[config.mk]
export PLATFORM = sky130hd
export DESIGN_NAME = mac_tx_frame_pack
export DESIGN_NICKNAME = d
export VERILOG_FILES = /design/src/rtl/eth_tx_pkg.sv /design/src/rtl/eth_crc32_d8.sv /design/src/rtl/mac_tx_frame_pack.sv
export SDC_FILE = /design/constraint.sdc
export NUM_CORES = 1
export LEC_CHECK = 0
export BUFFER_PORTS_ARGS = -buffer_cell sky130_fd_sc_hd__buf_4
export CORE_MARGIN = 1
export CORE_UTILIZATION = 61
export DETAILED_ROUTE_END_ITERATION = 8
export GPL_TIMING_DRIVEN = 0
export MAX_ROUTING_LAYER = met4
export PLACE_DENSITY_LB_ADDON = 0.25
export SLEW_MARGIN = 20
export SYNTH_ARGS = -nofsm -noshare
export SYNTH_HDL_FRONTEND = slang
export SYNTH_SLANG_ARGS = --single-unit
[constraint.sdc]
create_clock -name i_clk -period 3.8 [get_ports i_clk]
set_clock_uncertainty 0.2 [all_clocks]
set_input_delay 0 -clock i_clk [delete_from_list [all_inputs] [get_ports i_clk]]
set_output_delay 0 -clock i_clk [all_outputs]
set_load 0.02 [all_outputs]
[src/rtl/eth_tx_pkg.sv]
// Shared types and constants for the GMII transmit framer and its CRC-32 kernel.
// The byte-wise CRC step lives here so the kernel and any future users agree on it.
package eth_tx_pkg;

    typedef enum logic [2:0] {
        ST_IDLE,
        ST_PRE,
        ST_DATA,
        ST_PAD,
        ST_FCS,
        ST_IFG
    } tx_state_t;

    localparam logic [7:0]  PREAMBLE_BYTE = 8'h55;
    localparam logic [7:0]  SFD_BYTE      = 8'hD5;
    localparam logic [31:0] CRC_POLY      = 32'hEDB88320;
    localparam logic [31:0] CRC_INIT      = 32'hFFFFFFFF;
    localparam int          FCS_LEN       = 4;

    // Reflected CRC-32: the byte enters LSB-first, one shift per bit.
    function automatic logic [31:0] crc32_d8_next(input logic [31:0] crc,
                                                  input logic [7:0]  data);
        logic [31:0] c;
        c = crc ^ {24'd0, data};
        for (int i = 0; i < 8; i++) begin
            c = c[0] ? ((c >> 1) ^ CRC_POLY) : (c >> 1);
        end
        return c;
    endfunction

endpackage

[src/rtl/eth_crc32_d8.sv]
// Byte-wide reflected CRC-32 register; o_crc is the raw register (no final inversion).
// A clear wins over an update in the same cycle.
module eth_crc32_d8
    import eth_tx_pkg::*;
(
    input  logic        i_clk,
    input  logic        i_rst,
    input  logic        i_clr,
    input  logic        i_en,
    input  logic [7:0]  i_data,
    output logic [31:0] o_crc
);

    logic [31:0] r_crc;

    always_ff @(posedge i_clk or posedge i_rst) begin
        if (i_rst) begin
            r_crc <= CRC_INIT;
        end else if (i_clr) begin
            r_crc <= CRC_INIT;
        end else if (i_en) begin
            r_crc <= crc32_d8_next(r_crc, i_data);
        end
    end

    assign o_crc = r_crc;

endmodule

[src/rtl/mac_tx_frame_pack.sv]
// GMII transmit framer: preamble/SFD, payload, zero pad, FCS and inter-frame gap.
// Handshake: a byte moves when i_valid & o_ready at a rising edge; o_ready is high only in DATA.
module mac_tx_frame_pack
    import eth_tx_pkg::*;
#(
    parameter int P_MIN_LEN = 60,
    parameter int P_IFG     = 12,
    parameter int P_PRE_LEN = 7
) (
    input  logic       i_clk,
    input  logic       i_rst,
    input  logic [7:0] i_data,
    input  logic       i_valid,
    input  logic       i_last,
    output logic       o_ready,
    output logic [7:0] o_gmii_txd,
    output logic       o_gmii_txen,
    output logic       o_gmii_txer,
    output logic       o_busy,
    output logic       o_frame_done
);

    localparam logic [16:0] LP_MIN_LEN  = 17'(P_MIN_LEN);
    localparam logic [7:0]  LP_PRE_LAST = 8'(P_PRE_LEN);
    // A zero gap still spends one cycle in IFG so the state is always visible.
    localparam logic [15:0] LP_IFG_LAST = 16'((P_IFG > 0) ? (P_IFG - 1) : 0);

    tx_state_t   r_state, w_state_nxt;
    logic [15:0] r_cnt, w_cnt_nxt;
    logic [7:0]  r_pre_cnt, w_pre_cnt_nxt;
    logic [1:0]  r_fcs_idx, w_fcs_idx_nxt;
    logic [15:0] r_ifg_cnt, w_ifg_cnt_nxt;

    logic [7:0]  r_txd, w_txd_nxt;
    logic        r_txen, w_txen_nxt;
    logic        r_txer, w_txer_nxt;
    logic        r_done, w_done_nxt;

    logic        w_crc_clr;
    logic        w_crc_en;
    logic [7:0]  w_crc_data;
    logic [31:0] w_crc;
    logic [31:0] w_fcs;
    logic [16:0] w_cnt_plus1;
    logic [15:0] w_cnt_sat;

    eth_crc32_d8 u_crc (
        .i_clk  (i_clk),
        .i_rst  (i_rst),
        .i_clr  (w_crc_clr),
        .i_en   (w_crc_en),
        .i_data (w_crc_data),
        .o_crc  (w_crc)
    );

    assign w_fcs       = ~w_crc;
    assign w_cnt_plus1 = {1'b0, r_cnt} + 17'd1;
    assign w_cnt_sat   = (&r_cnt) ? r_cnt : w_cnt_plus1[15:0];

    always_comb begin
        w_state_nxt   = r_state;
        w_cnt_nxt     = r_cnt;
        w_pre_cnt_nxt = r_pre_cnt;
        w_fcs_idx_nxt = r_fcs_idx;
        w_ifg_cnt_nxt = r_ifg_cnt;
        w_txd_nxt     = 8'h00;
        w_txen_nxt    = 1'b0;
        w_txer_nxt    = 1'b0;
        w_done_nxt    = 1'b0;
        w_crc_clr     = 1'b0;
        w_crc_en      = 1'b0;
        w_crc_data    = i_data;

        case (r_state)
            ST_IDLE: begin
                if (i_valid) begin
                    w_state_nxt   = ST_PRE;
                    w_crc_clr     = 1'b1;
                    w_cnt_nxt     = 16'd0;
                    w_pre_cnt_nxt = 8'd0;
                end
            end

            ST_PRE: begin
                w_txen_nxt = 1'b1;
                if (r_pre_cnt == LP_PRE_LAST) begin
                    w_txd_nxt   = SFD_BYTE;
                    w_state_nxt = ST_DATA;
                end else begin
                    w_txd_nxt     = PREAMBLE_BYTE;
                    w_pre_cnt_nxt = r_pre_cnt + 8'd1;
                end
            end

            ST_DATA: begin
                w_txen_nxt = 1'b1;
                if (i_valid) begin
                    w_txd_nxt = i_data;
                    w_crc_en  = 1'b1;
                    w_cnt_nxt = w_cnt_sat;
                    if (i_last) begin
                        w_fcs_idx_nxt = 2'd0;
                        w_state_nxt   = (w_cnt_plus1 < LP_MIN_LEN) ? ST_PAD : ST_FCS;
                    end
                end else begin
                    // Underrun: poison the frame on the wire and skip the FCS.
                    w_txd_nxt     = 8'h00;
                    w_txer_nxt    = 1'b1;
                    w_ifg_cnt_nxt = 16'd0;
                    w_state_nxt   = ST_IFG;
                end
            end

            ST_PAD: begin
                w_txen_nxt = 1'b1;
                w_txd_nxt  = 8'h00;
                w_crc_en   = 1'b1;
                w_crc_data = 8'h00;
                w_cnt_nxt  = w_cnt_sat;
                if (w_cnt_plus1 >= LP_MIN_LEN) begin
                    w_fcs_idx_nxt = 2'd0;
                    w_state_nxt   = ST_FCS;
                end
            end

            ST_FCS: begin
                w_txen_nxt = 1'b1;
                w_txd_nxt  = w_fcs[{r_fcs_idx, 3'b000} +: 8];
                if (r_fcs_idx == 2'(FCS_LEN - 1)) begin
                    w_done_nxt    = 1'b1;
                    w_ifg_cnt_nxt = 16'd0;
                    w_state_nxt   = ST_IFG;
                end else begin
                    w_fcs_idx_nxt = r_fcs_idx + 2'd1;
                end
            end

            ST_IFG: begin
                if (r_ifg_cnt == LP_IFG_LAST) begin
                    // Going straight to PRE keeps the gap exactly P_IFG cycles back to back.
                    if (i_valid) begin
                        w_state_nxt   = ST_PRE;
                        w_crc_clr     = 1'b1;
                        w_cnt_nxt     = 16'd0;
                        w_pre_cnt_nxt = 8'd0;
                    end else begin
                        w_state_nxt = ST_IDLE;
                    end
                end else begin
                    w_ifg_cnt_nxt = r_ifg_cnt + 16'd1;
                end
            end

            default: begin
                w_state_nxt = ST_IDLE;
            end
        endcase
    end

    always_ff @(posedge i_clk or posedge i_rst) begin
        if (i_rst) begin
            r_state   <= ST_IDLE;
            r_cnt     <= 16'd0;
            r_pre_cnt <= 8'd0;
            r_fcs_idx <= 2'd0;
            r_ifg_cnt <= 16'd0;
            r_txd     <= 8'h00;
            r_txen    <= 1'b0;
            r_txer    <= 1'b0;
            r_done    <= 1'b0;
        end else begin
            r_state   <= w_state_nxt;
            r_cnt     <= w_cnt_nxt;
            r_pre_cnt <= w_pre_cnt_nxt;
            r_fcs_idx <= w_fcs_idx_nxt;
            r_ifg_cnt <= w_ifg_cnt_nxt;
            r_txd     <= w_txd_nxt;
            r_txen    <= w_txen_nxt;
            r_txer    <= w_txer_nxt;
            r_done    <= w_done_nxt;
        end
    end

    assign o_ready      = (r_state == ST_DATA);
    assign o_busy       = (r_state != ST_IDLE);
    assign o_gmii_txd   = r_txd;
    assign o_gmii_txen  = r_txen;
    assign o_gmii_txer  = r_txer;
    assign o_frame_done = r_done;

endmodule

== After elaboration in Yosys (flattened, before gate mapping) ==
Index checks and enable logic that the tools add are counted.
Storage, ports and cells
  input port bits: 12
  output and inout bits: 13
  word-level logic and storage cells: 112
  register bits: 88
Operators by class
  shifts and indexed selects: 1
  multiplexer cells: 51
  equality and inequality tests: 20
  magnitude comparators: 2
  add/subtract/negate cells: 4
  bitwise operators: 10
  reductions and logical operators: 14
Operators with widths (count)
  32-bit two-way mux: 10
  16-bit two-way mux: 7
  13-bit inverter with 14-bit output: 8
  16-bit one-hot mux with 4 select lines: 1
  8-bit two-way mux: 6
  16-bit one-hot mux with 3 select lines: 1
  8-bit one-hot mux with 3 select lines: 2
  32-bit inverter: 1
  32-bit by 6-bit variable part select with 8-bit output: 1
  32-bit by 8-bit bitwise XOR with 32-bit output: 1
  3-bit two-way mux: 8
  2-bit != test (second input constant): 11
  3-bit one-hot mux with 6 select lines: 1
  16-bit by 1-bit adder with 17-bit output (second input constant): 1
  17-bit by 6-bit greater-or-equal comparator with 1-bit output (second input constant): 1
  17-bit by 6-bit < comparator with 1-bit output (second input constant): 1
  16-bit by 1-bit adder with 16-bit output (second input constant): 1
  16-bit by 4-bit equality test with 1-bit output (second input constant): 1
  16-bit AND reduction: 1
  3-bit nonzero test: 4
  8-bit by 1-bit adder with 8-bit output (second input constant): 1
  8-bit by 3-bit equality test with 1-bit output (second input constant): 1
  1-bit two-way mux: 8
  2-bit two-way mux: 4
  other kinds (16): 20

== Longest topological paths before layout ==
  depth after elaboration: 21
  gate-level depth with buffers: 10
  gate-level depth less buffers: 8

== Cells and area by module ==
A second synthesis with hierarchy kept.
Unflattened totals
  cell total of the unflattened synthesis: 552
  area total of the unflattened synthesis: 5774.3 µm²
Modules (own cells, without submodules)
  mac_tx_frame_pack: instances 1, cells an instance 379, sequential area each 1401.3 µm², area each 3508.4 µm²
  eth_crc32_d8: instances 1, cells an instance 173, sequential area each 840.8 µm², area each 2265.9 µm²

== Worst setup path after synthesis ==
Ideal clock, no wire load.
  path kind: reg2reg
  start point: register r_cnt[0]
  end point: register r_fcs_idx[1]
  arrival: 2.308 ns
  stages on the path, launching flop included: 10
  period minus slack after synthesis: 2.636 ns
  setup time: 0.128 ns
  path slack: 1.164 ns
  path through: dfrtp_1 ha_1 and3_4 and2_4 buf_6 nand2_2 a2111oi_4 nand4_1 o31ai_2 mux2_1
Between the ends
  cells in the longest elaborated chain, start to end: 4
RTL lines
  start: declaration: RTL line mac_tx_frame_pack.sv:29  | logic [15:0] r_cnt, w_cnt_nxt;
  start signal: assignment: RTL line mac_tx_frame_pack.sv:173  | r_cnt <= w_cnt_nxt;
  16-bit by 1-bit adder with 17-bit output: RTL line mac_tx_frame_pack.sv:57  | assign w_cnt_plus1 = {1'b0, r_cnt} + 17'd1;
  17-bit by 6-bit greater-or-equal comparator with 1-bit output: RTL line mac_tx_frame_pack.sv:120  | if (w_cnt_plus1 >= LP_MIN_LEN) begin
  2-bit != test (no line)
  5-bit AND reduction (no line)
  end signal: assignment: RTL line mac_tx_frame_pack.sv:175  | r_fcs_idx <= w_fcs_idx_nxt;
  end: declaration: RTL line mac_tx_frame_pack.sv:31  | logic [1:0] r_fcs_idx, w_fcs_idx_nxt;
No other way between the ends.
A chain may end at the register's enable or synchronous reset.

== Worst setup path after layout ==
  start point: register r_cnt[0]
  end point: register r_state[1]
Between the ends
  cells in the longest elaborated chain, start to end: 6
RTL lines
  16-bit by 1-bit adder with 17-bit output *: RTL line mac_tx_frame_pack.sv:57
  17-bit by 6-bit < comparator with 1-bit output: RTL line mac_tx_frame_pack.sv:103  | w_state_nxt = (w_cnt_plus1 < LP_MIN_LEN) ? ST_PAD : ST_FCS;
  3-bit two-way mux: RTL line mac_tx_frame_pack.sv:103
  3-bit two-way mux: RTL line mac_tx_frame_pack.sv:101  | if (i_last) begin
  3-bit two-way mux: RTL line mac_tx_frame_pack.sv:97  | if (i_valid) begin
  3-bit one-hot mux with 6 select lines: RTL line mac_tx_frame_pack.sv:74  | case (r_state)
  end signal: assignment: RTL line mac_tx_frame_pack.sv:172  | r_state <= w_state_nxt;
  end: declaration: RTL line mac_tx_frame_pack.sv:28  | tx_state_t r_state, w_state_nxt;
Every way passes the cells marked *; elsewhere a longest branch is shown, timed or not. The select of a mux whose other input is x is not followed.

==> out/metrics.yaml <==
antenna_cells: 0
fin_crit_sh: 0.8645
final-max-slew-violation-count: 0
grt_usage: 0.3135
setup_tns_ns: 0
drive_gt1_frac: 0.1826
die_w_um: 96.07
start_util: 0.6440
dr.first_iter.drc_count: 324
arrival_ns: 3.40
hold_viol: 0
rsz0062_at_grt: "false"
mostFrequentLayoutCell: "nor2_1"
fin_util: 0.7225
area_growth_pct: 12.19
endpoint_kind: "register"
htree_num_levels: 3
grt_pass1_wl_um: 21040
ys_ff_latch: 88
worstMarginPinSlew_ns: 0.7765
crit_start: "r_cnt[0]"
crit_type: "reg2reg"
crit_fanout: 7
grt_max_degree: 54
setup_viol: 0
crit_chain: "ha_1 -> and3_4 -> and2_4 -> buf_6 -> nand2_2 -> a2111oi_4 -> nand4_1 -> or2_1 -> o21ai_0 -> dlygate4sd3_1"
synth_edf_count: 0
syn_avg_cell_area_um2: 9.708
route.met3.wl_um: 703
p_per_area_nw_per_um2: 825.9
drt_drc_violations_left: 0
hp-class: "in2async"
clk_latency_ns: 0.37
reg2reg_slack_ns: 0.51
synthTopCellsByArea: "dfrtp_1, dfstp_2, xnor2_1, xor2_1, nor2_1"
viasPerCell: 6.261
post-cts-setup-buffers: 0
fin_cells: 713
synth_area_um2: 5398
synth_nets: 573
path_clk_slew_ns: 0.10
die_area_um2: 9228
irDropWorstVdd_uv: 735.5
slew_headroom: 0.4824
grt_overflow: 0
synth.distinct_cells: 66
highest_layer: "met4"
ctsRootBufferMaster: "clkbuf_8"
cts_sinks: 88
ys_seq_area_frac: 0.4154
synth_cells: 556
status: "complete, no violations"
cts_tree: "built"
fin_area_um2: 6056
core_area_um2: 8382
io_pins: 25
final_cell_mix: "nor2_1, dfrtp_1, nand2_1, xnor2_1, a21oi_1"
synth_top_cell_area_share: 0.2596
rr_worst_depth: 10
wl_met1_um: 5492
routed-wl-met2_um: 6531
io_buffer_count: 23
cap_violations: 0
place_congestion: 0.9647
cpMaxStageDelayCell: "dlygate4sd3_1"
regToRegEndpoint: "r_state[1]"
wl_per_cell_um: 18.25
synth_warnings: 0
dp.final_hpwl_um: 9021
placed_cell_area_um2: 5732
cp-endpoint: "r_state[1]"
rows: 33
ant_nets: 0
slowest_delay_ns: 0.57
via_count: 4464
leakagePower_uw: 0.002496
critPathRequiredTime_ns: 3.92
nNetsFinal: 620
rr_startpoint: "r_cnt[0]"
fmax_mhz: 304.4
cts-buffers-inserted: 9
first_pass_iters: 7
cts_buffer_depth: 2
antenna_found_initial: 0
grt_pass1_vias: 4313
cp-start-kind: "register"
synthArstFlopShare: 1.000
synth_top_cell_by_area: "dfrtp_1"
place_inst: 685
fin_crit_ns: 3.285
die_h_um: 96.07
ys.flop_type: "dfrtp_1"
drt_wl_total_um: 13020
==> where the power goes <==
group / total (uW) / switching [uW] / internal [uW] / leakage, uW
clock: 693 / 382 / 311 / 0.0000964
sequential: 1490 / 228 / 1260 / 0.00108
combinational: 2820 / 1600 / 1220 / 0.00132
total: 5000 / 2220 / 2790 / 0.00250
==> cell families (layout without fill, tap and decap cells) <==
group / count (synthesis) / count (layout) / share of synthesized area
compound gates: 129 / 129 / 0.1477
xor+xnor: 93 / 93 / 0.1750
fa+ha+maj: 5 / 5 / 0.01159
buf+inv: 35 / 87 / 0.02944
flops: 88 / 88 / 0.4154
mux: 12 / 12 / 0.04219
simple gates: 194 / 194 / 0.1787
==> cell usage after synthesis, drive strengths merged, types with 2 or more instances <==
library cell and instances:
mux2 3, and4 3, o21ai 38, dfstp 32, dfrtp 56, inv 7, nor4 5, o211ai 5
a211oi 3, buf 9, nand2b 2, and3 13, a31oi 13, o22ai 4, nor3 9, ha 5
and2 5, nor4b 3, nor2 63, o31ai 3, nor2b 5, o22a 8, nand3b 2, xnor2 54
a21oi 42, o21a 2, nand3 9, xor2 38, nand2 52, a21o 2, or3 4, nor3b 4
mux4 8, clkbuf 19, nand4 10
==> what timing repair did <==
item | 4_1_cts | 5_1_grt
resized for setup | 0 | 0
hold buffers | 12 | 0
hold endpoints to repair | 67 | 0
==> stage by stage <==
stage / power, uW / worst slack, ns / hold WS, ns
final: 5002 / 0.5149 / 0.001951
after global routing: 5290 / 0.3296 / 0.06792
after CTS: 4960 / 0.5869 / 0.008972
after detailed placement: 4230 / 0.8468 / -0.1365
after global placement: 4127 / 0.3564 / 0.07029
after floorplan: 3614 / 1.164 / -0.05314
==> sequential cells by signal, summed over array words and instances (netlist names) <==
register      cells
o_frame_done      1
o_gmii_txd        8
o_gmii_txen       1
o_gmii_txer       1
r_cnt            16
r_fcs_idx         2
r_ifg_cnt        16
r_pre_cnt         8
r_state           3
u_crc.o_crc      32
==> worst min-delay path by stage <==
| stage | endpoint | depth (start not counted) | from | slack, ns |
|---|---|---|---|---|
| after detailed placement | r_cnt[13] | 2 | i_rst | -0.14 |
| after floorplan | o_gmii_txd[7] | 2 | i_data[7] | -0.05 |
| after global placement | o_gmii_txd[7] | 3 | i_data[7] | 0.07 |
| after CTS | o_gmii_txer | 4 | i_valid | 0.009 |
| final | r_ifg_cnt[11] | 3 | i_rst | 0.002 |
| after global routing | r_ifg_cnt[11] | 3 | i_rst | 0.07 |
==> critical path, delay by kind of cell, from the launching register on <==
| kind | cells | cell delay, ns |
|---|---|---|
| and+or+nand+nor | 5 | 1.04 |
| buffers and inverters | 2 | 0.68 |
| AOI/OAI and AO/OA | 2 | 0.52 |
| DFF | 1 | 0.46 |
| adders and majority gates | 1 | 0.32 |
==> per-layer routing <==
metal / track usage / vias up
met5: - / -
met4: 0.1007 / 0
met3: 0.05529 / 26
met2: 0.5254 / 186
met1: 0.3855 / 2196
li1: - / 2056
==> cell type report <==
class / instances / area, um2
repair buffers: 36 / 320.3
flip-flops and latches: 88 / 2242
clock inverters: 7 / 80.08
well taps: 105 / 131.4
fillers: 603 / 2326
inverters: 7 / 28.78
multi-input cells: 433 / 2997
plain buffers: 28 / 132.6
clock buffers: 9 / 123.9
Power figures use the tool's default switching activity.
